--- src/rtl/matmul_compute.sv ---
// ---------------------------------------------------------------------------
// matmul_compute
//
// Compute stage of the matrix-multiplication accelerator. Reads A (dim0 x dim1,
// row-major) and B (dim1 x dim2, row-major) back from their buffers and builds
// C = A*B one element at a time through a single multiply-accumulate datapath.
// Each C element is written at row-major address i*dim2+j; a one-cycle done
// pulse follows the last write.
//
// Ports
//   i_clk, i_rst            clock, asynchronous active-high reset
//   i_start                 begin a multiplication (sampled only in IDLE)
//   i_dim0/i_dim1/i_dim2    matrix dimensions, stable from start until done
//   o_aadrr, i_adata        A buffer read port (1-cycle read latency)
//   o_badrr, i_bdata        B buffer read port (1-cycle read latency)
//   o_cadrw, o_cdata,
//   o_cbufwrite             C buffer write port
//   o_busy                  high in every state except IDLE
//   o_done                  one-cycle completion pulse
//   o_state                 current FSM state, for observation
//
// Handshake: there is no valid/ready pair. i_start is a level sampled only in
// IDLE; o_cbufwrite qualifies o_cadrw/o_cdata for exactly one cycle per
// element; o_done marks the cycle after the final write (or the cycle after
// INIT when any dimension is zero).
// ---------------------------------------------------------------------------
module matmul_compute #(
    parameter int n = 8,
    parameter int m = 16,
    parameter int w = 8
) (
    input  logic           i_clk,
    input  logic           i_rst,
    input  logic           i_start,
    input  logic [n-1:0]   i_dim0,
    input  logic [n-1:0]   i_dim1,
    input  logic [n-1:0]   i_dim2,
    output logic [m-1:0]   o_aadrr,
    output logic [m-1:0]   o_badrr,
    input  logic [w-1:0]   i_adata,
    input  logic [w-1:0]   i_bdata,
    output logic [m-1:0]   o_cadrw,
    output logic [2*w-1:0] o_cdata,
    output logic           o_cbufwrite,
    output logic           o_busy,
    output logic           o_done,
    output logic [2:0]     o_state
);

    typedef enum logic [2:0] {
        S_IDLE  = 3'd0,
        S_INIT  = 3'd1,
        S_READ  = 3'd2,
        S_LAST  = 3'd3,
        S_WRITE = 3'd4,
        S_FIN   = 3'd5
    } state_t;

    state_t         r_state;
    state_t         w_next;

    logic [n-1:0]   r_ci;
    logic [n-1:0]   r_cj;
    logic [n-1:0]   r_ck;
    logic [2*w-1:0] r_acc;
    logic [m-1:0]   r_base;     // i*dim1, advanced by dim1 on each new row

    logic           w_last_i;
    logic           w_last_j;
    logic           w_last_k;
    logic           w_zero_dim;
    logic [2*w-1:0] w_prod;
    logic [m-1:0]   w_ci_m;
    logic [m-1:0]   w_cj_m;
    logic [m-1:0]   w_ck_m;
    logic [m-1:0]   w_dim1_m;
    logic [m-1:0]   w_dim2_m;

    // The last-index compares are only consulted when every dimension is
    // nonzero, so the dim-1 subtraction cannot underflow where it matters.
    assign w_last_i   = (r_ci == i_dim0 - n'(1));
    assign w_last_j   = (r_cj == i_dim2 - n'(1));
    assign w_last_k   = (r_ck == i_dim1 - n'(1));
    assign w_zero_dim = (i_dim0 == '0) || (i_dim1 == '0) || (i_dim2 == '0);

    // Unsigned w x w -> 2w product of the data returned for the previous read.
    assign w_prod = {{w{1'b0}}, i_adata} * {{w{1'b0}}, i_bdata};

    // Address arithmetic is carried out in m bits and truncates naturally.
    assign w_ci_m   = m'(r_ci);
    assign w_cj_m   = m'(r_cj);
    assign w_ck_m   = m'(r_ck);
    assign w_dim1_m = m'(i_dim1);
    assign w_dim2_m = m'(i_dim2);

    assign o_aadrr = r_base + w_ck_m;
    assign o_badrr = w_ck_m * w_dim2_m + w_cj_m;
    assign o_cadrw = w_ci_m * w_dim2_m + w_cj_m;
    assign o_cdata = r_acc;
    assign o_state = r_state;

    always_ff @(posedge i_clk or posedge i_rst) begin
        if (i_rst) begin
            r_state <= S_IDLE;
        end else begin
            r_state <= w_next;
        end
    end

    always_comb begin
        w_next      = r_state;
        o_busy      = 1'b1;
        o_done      = 1'b0;
        o_cbufwrite = 1'b0;
        case (r_state)
            S_IDLE: begin
                o_busy = 1'b0;
                if (i_start) begin
                    w_next = S_INIT;
                end
            end
            S_INIT: begin
                w_next = w_zero_dim ? S_FIN : S_READ;
            end
            S_READ: begin
                if (w_last_k) begin
                    w_next = S_LAST;
                end
            end
            S_LAST: begin
                w_next = S_WRITE;
            end
            S_WRITE: begin
                o_cbufwrite = 1'b1;
                w_next      = (w_last_j && w_last_i) ? S_FIN : S_READ;
            end
            S_FIN: begin
                o_done = 1'b1;
                w_next = S_IDLE;
            end
            default: begin
                w_next = S_IDLE;
            end
        endcase
    end

    always_ff @(posedge i_clk or posedge i_rst) begin
        if (i_rst) begin
            r_ci   <= '0;
            r_cj   <= '0;
            r_ck   <= '0;
            r_acc  <= '0;
            r_base <= '0;
        end else begin
            case (r_state)
                S_INIT: begin
                    r_ci   <= '0;
                    r_cj   <= '0;
                    r_ck   <= '0;
                    r_acc  <= '0;
                    r_base <= '0;
                end
                S_READ: begin
                    // Read data lags the address by one cycle: at k=0 nothing
                    // valid has returned yet, so the accumulator restarts.
                    if (r_ck == '0) begin
                        r_acc <= '0;
                    end else begin
                        r_acc <= r_acc + w_prod;
                    end
                    if (!w_last_k) begin
                        r_ck <= r_ck + n'(1);
                    end
                end
                S_LAST: begin
                    r_acc <= r_acc + w_prod;
                end
                S_WRITE: begin
                    r_ck <= '0;
                    if (!w_last_j) begin
                        r_cj <= r_cj + n'(1);
                    end else if (!w_last_i) begin
                        r_cj   <= '0;
                        r_ci   <= r_ci + n'(1);
                        r_base <= r_base + w_dim1_m;
                    end
                end
                default: begin
                end
            endcase
        end
    end

endmodule

--- config.mk ---
export PLATFORM = sky130hd
export DESIGN_NAME = matmul_compute
export DESIGN_NICKNAME = d
export VERILOG_FILES = /design/src/rtl/matmul_compute.sv
export SDC_FILE = /design/constraint.sdc
export NUM_CORES = 1
export LEC_CHECK = 0
export CAP_MARGIN = 20
export CORE_MARGIN = 2
export CORE_UTILIZATION = 65
export CTS_CLUSTER_DIAMETER = 120
export CTS_CLUSTER_SIZE = 8
export DETAILED_ROUTE_END_ITERATION = 8
export PLACE_DENSITY = 0.89
export SLEW_MARGIN = 20
export SYNTH_ARGS = -nofsm -noshare
export SYNTH_HDL_FRONTEND = slang
export SYNTH_SLANG_ARGS = --single-unit
--- constraint.sdc ---
create_clock -name i_clk -period 23 [get_ports i_clk]
set_input_delay 6.9 -clock i_clk [delete_from_list [all_inputs] [get_ports i_clk]]
set_output_delay 6.9 -clock i_clk [all_outputs]
set_load 0.05 [all_outputs]
==> results.sh <==
export IMPL_outcome="completed"
export IMPL_first_global_vias=10000
export IMPL_power_density_nw_per_um2=78.8
export IMPL_post_route_cells_drive_above_1_share=0.0228
export IMPL_crit_buf_inv=6
export IMPL_min_delay_path_depth=2
export IMPL_critical_path_peak_fanout=18
export IMPL_number_of_standard_cells_after_synthesis=1320
export IMPL_cp_num_cells=17
export IMPL_seq_power_share=0.158
export IMPL_placement_rows=48
export IMPL_cts_post_setup_buffers_inserted=0
export IMPL_p_comb_frac=0.695
export IMPL_crit_required_ps=16100
export IMPL_dieArea_um2=18400
export IMPL_postSynth_asyncResetShare=1.00
export IMPL_vias=9588
export IMPL_finalCriticalPeriod_ps=19620
export IMPL_syn_num_nets=1635
export IMPL_finish_instance_area_um2=12800
export IMPL_crit_path_capture_type="output pin"
export IMPL_path_clk_slew_ps=50
export IMPL_cts_buffer_depth=2
export IMPL_fin_tns_setup_ps=0
export IMPL_postCtsResizedCells=0
export IMPL_skew_ps=8.40
export IMPL_finalSetupViolations=0
export IMPL_yosys_register_bits=59
export IMPL_initial_utilization=0.657
export IMPL_postRouteAntennaNets=0
export IMPL_worst_path_dominant_cell_family="adder cells"
export IMPL_grt_use_total=0.315
export IMPL_max_slew_worst_pin_slew_ps=849
export IMPL_internal_power_contribution_mw=0.492
export IMPL_power_switching_mw=0.518
export IMPL_hold_path_class="flop to flop"
export IMPL_timing_reg2reg_setup_slack_ps=18410
export IMPL_critical_path_cell_chain="clkdlybuf4s50_1 -> inv_1 -> nor2_1 -> fa_1 -> fa_1 -> fa_1 -> inv_1 -> fa_1 -> inv_1 -> ha_1 -> inv_1 -> a21oi_1 -> o41a_1 -> a211o_1 -> o31ai_1 -> xnor2_1 -> clkdlybuf4s50_1"
export IMPL_fmax_mhz=51.0
export IMPL_die_height_um=136
export IMPL_grt_antenna_before_repair=0
export IMPL_final_hold_viol_count=0
export IMPL_cts_htree_levels=3
export IMPL_drt_total_wl_mm=27.6
export IMPL_antenna_cells_inserted=0
export IMPL_worst_path_largest_cell_delay_ps=870
export IMPL_global_route_wire_length_before_repair_mm=46.6
export IMPL_tritoncts_clock_tree="yes"
export IMPL_power_switching_fraction=0.513
export IMPL_drc=0
export IMPL_grt_setup_unrepaired="false"
export IMPL_fin_nets=1712
export IMPL_final_max_slew_viol_count=0
export IMPL_cpMaxStageDelayCell="sky130_fd_sc_hd__clkdlybuf4s50_1"
export IMPL_leakage_nw=6.49
export IMPL_timing_slew_headroom=0.432
export IMPL_peakVddDrop_mv=0.0703
export IMPL_detailed_place_area_um2=12500
export IMPL_gp_congestion=0.879
export IMPL_cts_buffers_inserted=9
export IMPL_globalRouteOverflowTotal=0
export IMPL_chipWidth_um=136
export IMPL_cp_data_arrival_time_ps=12720
export IMPL_cts_root_buf="sky130_fd_sc_hd__clkbuf_16"
export IMPL_synth_edff_count=0
export IMPL_grt_max_degree=60
export IMPL_wl_per_cell_um=17.0
export IMPL_floorplan_core_area_um2=17100
export IMPL_via_to_cell_ratio=5.89
export IMPL_portBuffers=112
export IMPL_final_worst_path_cycle_share=0.853
export IMPL_synth_distinct_cells=73
export IMPL_r2r_worst_path_cells=15
export IMPL_power_clock_fraction=0.147
export IMPL_cap_violations=0
export IMPL_report_power_total_mw=1.01
export IMPL_setup_worst_path_class="input pin to output pin"
export IMPL_synth_warnings=0
export IMPL_netlist_area_um2=11200
export IMPL_holdBufCountCts=0
export IMPL_avgSynthCellArea_um2=8.52
export IMPL_yosys_most_used_dff="sky130_fd_sc_hd__dfrtp_1"
export IMPL_clock_latency_ps=330
export IMPL_yosysSeqAreaShare=0.131
export IMPL_estimated_wirelength_of_the_detail_placed_design_mm=21.7
export IMPL_flow_area_growth_from_synthesis_pct=14.0
export IMPL_first_pass_iters=5
export IMPL_start_kind="input pin"
export IMPL_num_io_pins=113
export IMPL_tritoncts_num_sinks=59
export IMPL_initialDrtViolationCount=593
[worst paths after layout]
path,end,startpoint
worst max-delay path,o_cadrw[15],i_dim2[5]
worst min-delay path,o_cdata[14]$_DFFE_PP0P_,o_cdata[14]$_DFFE_PP0P_
worst max register to register,o_cdata[13]$_DFFE_PP0P_,o_cdata[6]$_DFFE_PP0P_
worst min register to register,o_cdata[14]$_DFFE_PP0P_,o_cdata[14]$_DFFE_PP0P_
max in group asynchronous,r_cj[6]$_DFFE_PP0P_,i_rst
min in group asynchronous,o_cdata[11]$_DFFE_PP0P_,i_rst
[cells in the final DEF (no fill, tap or decap), types with 36 or more instances in the layout]
master	count
sky130_fd_sc_hd__inv_1	249
sky130_fd_sc_hd__nand2_1	151
sky130_fd_sc_hd__fa_1	140
sky130_fd_sc_hd__ha_1	132
sky130_fd_sc_hd__clkdlybuf4s50_1	112
sky130_fd_sc_hd__and2_1	90
sky130_fd_sc_hd__dfrtp_1	59
sky130_fd_sc_hd__nor2_1	55
sky130_fd_sc_hd__a21oi_1	51
sky130_fd_sc_hd__xnor2_1	47
sky130_fd_sc_hd__xor2_1	36
sky130_fd_sc_hd__o21ai_0	36
[power groups by stage]
stage	sequential (mW)	combinational, mW	clock (mW)
global placement	0.159	0.660	0
global route	0.162	0.772	0.153
CTS	0.158	0.696	0.148
detailed placement	0.159	0.684	0
floorplan	0.181	0.475	0
finish	0.160	0.702	0.149
[worst register-to-register path: cells and delay by family, from the launching register on]
kind,cells,cell delay [ps]
buffers and inverters,4,260
adders and majority gates,5,2360
DFF,1,400
AOI/OAI and AO/OA,6,1460
[cells by family (layout without fill, tap and decap cells)]
group,Yosys count,after routing,synth area share
AO/OA/AOI/OAI,188,188,0.113
buffers and inverters,299,381,0.101
adder cells (fa/ha/maj),272,272,0.396
flip-flops,59,59,0.131
AND/OR/NAND/NOR,413,413,0.188
XOR/XNOR,83,83,0.0647
multiplexers,6,6,0.00545
[state kept, by name (all words and copies together) (netlist names)]
| register | count |
|---|---|
| o_cdata | 16 |
| r_cj | 8 |
| r_ck | 8 |
| r_ci | 8 |
| o_state | 3 |
| r_base | 16 |
[layer usage]
metal	global-route usage	share of wire
met2	0.563	0.51
met3	0.0441	0.065
met5	0	0
met1	0.394	0.40
met4	0.103	0.030
[through the flow]
| stage | hold WS (ps) | setup slack, ps | std cells | util |
|---|---|---|---|---|
| after CTS | 525 | 3440 | 1627 | 0.748 |
| after global placement | 506 | 3510 | 1611 | 0.729 |
| after global routing | 545 | 3110 | 1627 | 0.749 |
| final | 521 | 3380 | 1627 | 0.749 |
| after detailed placement | 514 | 3440 | 1611 | 0.729 |
| after floorplan | 485 | 4480 | 1320 | - |
[cells in the mapped netlist, types with 3 or more instances]
| cell | number | area share |
|---|---|---|
| sky130_fd_sc_hd__nand4_1 | 8 | 0.0045 |
| sky130_fd_sc_hd__and3_1 | 11 | 0.0061 |
| sky130_fd_sc_hd__fa_1 | 140 | 0.25 |
| sky130_fd_sc_hd__inv_1 | 250 | 0.083 |
| sky130_fd_sc_hd__a21o_1 | 12 | 0.0080 |
| sky130_fd_sc_hd__nand2_1 | 151 | 0.050 |
| sky130_fd_sc_hd__and2_1 | 90 | 0.050 |
| sky130_fd_sc_hd__dfrtp_1 | 59 | 0.13 |
| sky130_fd_sc_hd__or4_1 | 9 | 0.0060 |
| sky130_fd_sc_hd__nor3_1 | 13 | 0.0058 |
| sky130_fd_sc_hd__a22o_1 | 4 | 0.0031 |
| sky130_fd_sc_hd__mux2i_1 | 5 | 0.0045 |
| sky130_fd_sc_hd__o2bb2ai_1 | 8 | 0.0062 |
| sky130_fd_sc_hd__xnor2_1 | 47 | 0.037 |
| sky130_fd_sc_hd__o41ai_1 | 4 | 0.0031 |
| sky130_fd_sc_hd__o21a_1 | 8 | 0.0053 |
| sky130_fd_sc_hd__nand3_1 | 17 | 0.0076 |
| sky130_fd_sc_hd__ha_1 | 132 | 0.15 |
| sky130_fd_sc_hd__o311ai_0 | 3 | 0.0023 |
| sky130_fd_sc_hd__buf_2 | 3 | 0.0013 |
| sky130_fd_sc_hd__o211ai_1 | 3 | 0.0020 |
| sky130_fd_sc_hd__o31ai_1 | 12 | 0.0080 |
| sky130_fd_sc_hd__o32ai_1 | 7 | 0.0055 |
| sky130_fd_sc_hd__nand2b_1 | 11 | 0.0061 |
| sky130_fd_sc_hd__a21oi_1 | 51 | 0.023 |
| sky130_fd_sc_hd__nor2b_1 | 9 | 0.0050 |
| sky130_fd_sc_hd__a31oi_1 | 4 | 0.0022 |
| sky130_fd_sc_hd__a211oi_1 | 7 | 0.0047 |
| sky130_fd_sc_hd__nor2_1 | 55 | 0.018 |
| sky130_fd_sc_hd__o21ai_0 | 36 | 0.016 |
| sky130_fd_sc_hd__nor4_1 | 7 | 0.0039 |
| sky130_fd_sc_hd__nor3b_1 | 4 | 0.0027 |
| sky130_fd_sc_hd__xor2_1 | 36 | 0.028 |
| sky130_fd_sc_hd__o21bai_1 | 5 | 0.0033 |
| sky130_fd_sc_hd__nand3b_1 | 4 | 0.0027 |
| sky130_fd_sc_hd__clkbuf_1 | 43 | 0.014 |
| sky130_fd_sc_hd__or3_1 | 7 | 0.0039 |
| sky130_fd_sc_hd__a211o_1 | 3 | 0.0023 |
[final cells by class]
class / count / area [µm²]
clock buffers: 12 / 256
clock inverters: 4 / 72.6
fillers: 1183 / 4300
inverters: 250 / 938
multi-input cells: 962 / 8650
flip-flops and latches: 59 / 1480
well taps: 225 / 282
repair buffers: 115 / 1140
Power figures use the tool's default switching activity.
